==> src/rtl/col_end_fifo.sv <==
// Column-end show-ahead FIFO for 28-bit hit words; pops come from the second-level
// proc arbiter's shake_hands strobe, pushes from the first-level column arbiter.
`timescale 1ns/1ps

module col_end_fifo #(
    parameter int DATA_W   = 28,
    parameter int DEPTH    = 16,
    parameter int ADDR_W   = 4,
    parameter int AFULL_TH = 12
) (
    input  logic              clk_40MHz,
    input  logic              rst_n,
    input  logic              flush,
    input  logic              wr_en,
    input  logic [DATA_W-1:0] wr_data,
    input  logic              shake_hands,
    output logic [DATA_W-1:0] route_data,
    output logic              empty,
    output logic              full,
    output logic              almost_full,
    output logic [ADDR_W:0]   count,
    output logic [7:0]        ovf_cnt
);

    localparam logic [ADDR_W:0] DEPTH_C = (ADDR_W + 1)'(DEPTH);
    localparam logic [ADDR_W:0] AFULL_C = (ADDR_W + 1)'(AFULL_TH);

    logic [DATA_W-1:0] mem_q [DEPTH];
    logic [ADDR_W-1:0] wr_ptr_q, wr_ptr_d;
    logic [ADDR_W-1:0] rd_ptr_q, rd_ptr_d;
    logic [ADDR_W:0]   count_q, count_d;
    logic [7:0]        ovf_cnt_q, ovf_cnt_d;
    logic              pop_vld, push_acc, push_drop;

    always_comb begin
        pop_vld   = shake_hands && (count_q != '0) && !flush;
        push_acc  = wr_en && !flush && ((count_q != DEPTH_C) || pop_vld);
        push_drop = wr_en && !flush && (count_q == DEPTH_C) && !pop_vld;

        wr_ptr_d  = wr_ptr_q;
        rd_ptr_d  = rd_ptr_q;
        count_d   = count_q;
        ovf_cnt_d = ovf_cnt_q;

        if (flush) begin
            wr_ptr_d = '0;
            rd_ptr_d = '0;
            count_d  = '0;
        end else begin
            if (push_acc) wr_ptr_d = wr_ptr_q + 1'b1;
            if (pop_vld)  rd_ptr_d = rd_ptr_q + 1'b1;
            case ({push_acc, pop_vld})
                2'b10:   count_d = count_q + 1'b1;
                2'b01:   count_d = count_q - 1'b1;
                default: count_d = count_q;
            endcase
        end

        // Dropped pushes saturate rather than wrap; flush never clears this.
        if (push_drop && (ovf_cnt_q != 8'hFF)) ovf_cnt_d = ovf_cnt_q + 1'b1;
    end

    // NOTE: state registers use non-blocking assignments so every flop samples
    // the pre-edge values computed above, independent of block ordering.
    always_ff @(posedge clk_40MHz or negedge rst_n) begin
        if (!rst_n) begin
            wr_ptr_q  <= '0;
            rd_ptr_q  <= '0;
            count_q   <= '0;
            ovf_cnt_q <= '0;
        end else begin
            wr_ptr_q  <= wr_ptr_d;
            rd_ptr_q  <= rd_ptr_d;
            count_q   <= count_d;
            ovf_cnt_q <= ovf_cnt_d;
        end
    end

    // NOTE: the storage array has no reset; count_q gates route_data, so stale
    // contents are never visible and the array can map onto plain flops/RAM.
    always_ff @(posedge clk_40MHz) begin
        if (push_acc) mem_q[wr_ptr_q] <= wr_data;
    end

    // Outputs decode registered state only, so shake_hands has no path to them.
    assign route_data  = (count_q != '0) ? mem_q[rd_ptr_q] : '0;
    assign empty       = (count_q == '0);
    assign full        = (count_q == DEPTH_C);
    assign almost_full = (count_q >= AFULL_C);
    assign count       = count_q;
    assign ovf_cnt     = ovf_cnt_q;

endmodule

==> config.mk <==
export PLATFORM = sky130hd
export DESIGN_NAME = col_end_fifo
export DESIGN_NICKNAME = d
export VERILOG_FILES = /design/src/rtl/col_end_fifo.sv
export SDC_FILE = /design/constraint.sdc
export NUM_CORES = 1
export LEC_CHECK = 0
export CELL_PAD_IN_SITES_DETAIL_PLACEMENT = 0
export CELL_PAD_IN_SITES_GLOBAL_PLACEMENT = 1
export CORE_UTILIZATION = 54
export CTS_BUF_LIST = sky130_fd_sc_hd__clkbuf_4 sky130_fd_sc_hd__clkbuf_8 sky130_fd_sc_hd__clkbuf_16
export DETAILED_ROUTE_END_ITERATION = 6
export HOLD_SLACK_MARGIN = 0.08
export PLACE_DENSITY_LB_ADDON = 0.1
export SLEW_MARGIN = 20
export SYNTH_ARGS = -nofsm -noshare
export SYNTH_HDL_FRONTEND = slang
export SYNTH_SLANG_ARGS = --single-unit
==> constraint.sdc <==
create_clock -name clk_40MHz -period 2.8 [get_ports clk_40MHz]
set_input_delay 0.28 -clock clk_40MHz [delete_from_list [all_inputs] [get_ports clk_40MHz]]
set_output_delay 0.28 -clock clk_40MHz [all_outputs]
set_load 0.02 [all_outputs]
==> results of run 1 <==
## cell type report
class	instances	share of cell area, %
Sequential cell	469	62.4
Tap cell	448	2.50
Inverter	4	0.0669
Timing Repair Buffer	165	9.81
Clock inverter	25	0.921
Multi-Input combinational cell	285	18.8
Clock buffer	58	5.53
## placed cells by master, fill, tap and decap left out, types with 4 or more instances in the layout
| master | count |
|---|---|
| edfxtp_1 | 448 |
| mux4_2 | 140 |
| clkbuf_16 | 48 |
| clkdlybuf4s50_1 | 47 |
| buf_12 | 40 |
| buf_4 | 36 |
| and2_4 | 28 |
| buf_6 | 27 |
| dfrtp_1 | 18 |
| and2_1 | 14 |
| nor2_1 | 12 |
| clkbuf_4 | 12 |
| clkinv_1 | 12 |
| nand2_1 | 10 |
| buf_16 | 9 |
| ha_1 | 8 |
| xor2_1 | 7 |
| clkinv_2 | 6 |
| xnor2_1 | 5 |
| nand4_1 | 5 |
| nand3_1 | 5 |
| nor3_1 | 5 |
| a21oi_1 | 5 |
| mux2i_1 | 5 |
| nor3b_1 | 4 |
| inv_1 | 4 |
| nor2b_1 | 4 |
| and4_1 | 4 |
## metrics by stage
stage	util [%]	power (mW)	cell area [sq um]
5_1_grt	67.0	20.8	22400
2_1_floorplan	-	11.2	18400
4_1_cts	67.1	20.2	22500
3_5_place_dp	60.9	13.0	20400
6_report	67.0	20.0	22400
3_3_place_gp	60.9	12.9	20400
## path summary, 6_finish.rpt
| path | from | end | slack (ps) | depth (start not counted) |
|---|---|---|---|---|
| setup / recovery | rd_ptr_q[0] | route_data[20] | -270 | 8 |
| hold / removal | rst_n | count[4] | 240 | 1 |
| setup reg to reg | count[0] | count[4] | 200 | 9 |
| hold reg to reg | ovf_cnt[6] | ovf_cnt[6] | 500 | 1 |
| max in group asynchronous | rst_n | rd_ptr_q[0] | 1920 | 1 |
| min in group clk_40MHz | ovf_cnt[6] | ovf_cnt[6] | 500 | 1 |
## kinds of logic (layout without fill, tap and decap cells)
family	count (synthesis)	in the layout	synth area share, %
adders and majority gates	8	8	0.545
AOI/OAI and AO/OA	20	20	0.750
DFF	469	469	76.2
buffers and inverters	45	252	1.25
and+or+nand+nor	99	99	3.20
xor gates and xnor gates	12	12	0.573
muxes	146	146	17.5
## worst max-delay path, cell delays in order, from the launching register on
cell and delay (ps):
dfrtp_4 490, buf_12 150, buf_12 140, buf_8 140
buf_16 140, mux4_2 430, mux4_2 470, and2_4 170
buf_6 120
## layer usage
| metal | vias up | routed length [um] | GRT usage [%] |
|---|---|---|---|
| met5 | - | 0 | 0 |
| met4 | 0 | 640 | 4.90 |
| met3 | 50 | 2730 | 3.59 |
| met2 | 353 | 20600 | 40.0 |
| met1 | 4703 | 16500 | 34.4 |
| li1 | 3721 | - | - |
## state kept, by name, summed over array words and instances (netlist names)
register	flops
count	5
mem_q	448
ovf_cnt	8
rd_ptr_q	4
wr_ptr_q	4
## power groups by stage
stage / sequential, mW / clock, mW / combinational, mW
finish: 7.92 / 5.89 / 6.24
global route: 7.93 / 6.27 / 6.61
CTS: 7.92 / 5.96 / 6.35
detailed placement: 8.11 / 0 / 4.91
global placement: 8.10 / 0 / 4.84
floorplan: 8.08 / 0 / 3.10
## what timing repair did
item / CTS / global route
pin swaps: 6 / 1
cloned: 10 / 2
hold buffers: 0 / 0
buffers inserted: 19 / 3
endpoints found under the setup margin: 29 / 29
resized for setup: 209 / 22
==> impl_results.md, run 1 <==
* EDFF count, synth at ~450
* Mapped Area at 18400 sq um
* Clk sinks at roughly 470
* Detailed-router iteration count before antenna repair at 5
* Combinational share of power at 31.1%
* Sequential share of the synthesized area at between 70% and 80%
* Cell internal pwr at around 15 mW
* Synthesized area per cell at roughly 23 sq um
* Cts bufs inserted at 46
* Die area at between 30000 and 40000 sq um
* Hold WS at 241 ps
* Most frequent cell after synthesis: edfxtp_1
* Max Root-Sink Buffers at 3
* Routed Wire Length at about 40 mm
* NumNets Final at between 1k and 1.5k
* Unrepaired setup endpoints after global routing: yes
* Most frequent cells after synthesis: edfxtp_1, mux4_2, and2_1, clkbuf_1, dfrtp_1
* Max-cap viol count at 0
* Post-route DRC violation count at 0
* Final Wtd Congestion at approximately 0.76
* TritonCTS clock tree: yes
* Main synth FF type: edfxtp_1
* Starting Density at 54.9%
* Post-Route Setup TNS at -4600 ps
* Period utilization at 110%
* VDD IR max at between 0.5 and 0.6 mV
* Filler cells at around 2.1k
* Clock Latency Late Sink at between 500 and 600 ps
* Vias/cell at between 6 and 7
* Lkg Pwr at between 7 and 8 nW
* Switch share at between 20% and 30%
* Psw at between 5 and 6 mW
* Reg clk slew, reported paths at ~60 ps
* Failing checks: setup timing
* Antenna violations before repair at 0
* Startpoint types: register
* Vias in the first global route at 9222
* Synth Register Bits at 469
* Die height at 186 um
* Max FO, Critical Path at 5
* Storage element area at 14000 sq um
* Worst path required time at around 2500 ps
* Post-DRT Antenna Nets at 0
* Drt wl/cell at 27.8 um
* Sequential cell fraction of total power at between 30% and 40%
* Slew Limit Fails at 0
* Fin worst setup slack at -266 ps
* Crit path kind: register to primary output
* Transition time of the tightest slew-check pin at between 800 and 900 ps
* CP endpoint kind: primary output
* Largest net degree at the start of global routing at 31
* I/O pin total at between 70 and 80
* Setup Viol. Count Final at 28
* Fin cells at between 1k and 1.5k
* Core Area at approximately 33000 sq um
* Pre-CTS setup slack at -98.5 ps
* Post-DP HPWL at 21.6 mm
* DR vias at 8827
* Yosys top cell area share at about three quarters
* Area leader, netlist: edfxtp_1
* Tightest Hold Check Type: primary input to asynchronous set/reset pin
* Clk pwr share at 29.4%
* Asr flop ratio synth at 4.48%
* FP Rows at between 60 and 70
* Status: finished with violations
* Min Tclk post-route at 3070 ps
* PortBufs at 76
* Final Hold Fails at 0
* First-pass GRT wire length at a little over 60 mm
* Area of the multi-input gates at around 4200 sq um
* Remaining global-route overflow at 0
* Die width at 186 um
* P&R area growth vs syn at 22.2%
* # diodes at 0
* GR Util All Layers at approximately a quarter
* Layout cells sized above 1 at 36.2%
* Worst clock skew at 15.5 ps
* Fmax at 0.326 GHz
* Initial DRC Count at ~800
* Root buffer cell: clkbuf_16
* Synthesis Warnings at 0
* Placed Cells at approximately 1.3k
* Synthesized instance count at between 700 and 800
* Power density of the placed cells at ~890 nW/um^2
* Mapped Nets at 840
* CP arrival at between 2000 and 3000 ps
* H-tree levels at 2
* Synth area leaders: edfxtp_1, mux4_2, dfrtp_1, and2_1, clkbuf_1
* Distinct cells, synth at 40
* Slew headroom at 41.9%
(Power assumes the default switching activity.)
==> inputs of run 2 (changes only) <==
- SKIP_LAST_GASP: not set -> 1
==> results of run 2 <==
Same layout as run 1: the final DEF is identical, and so are final timing and power.
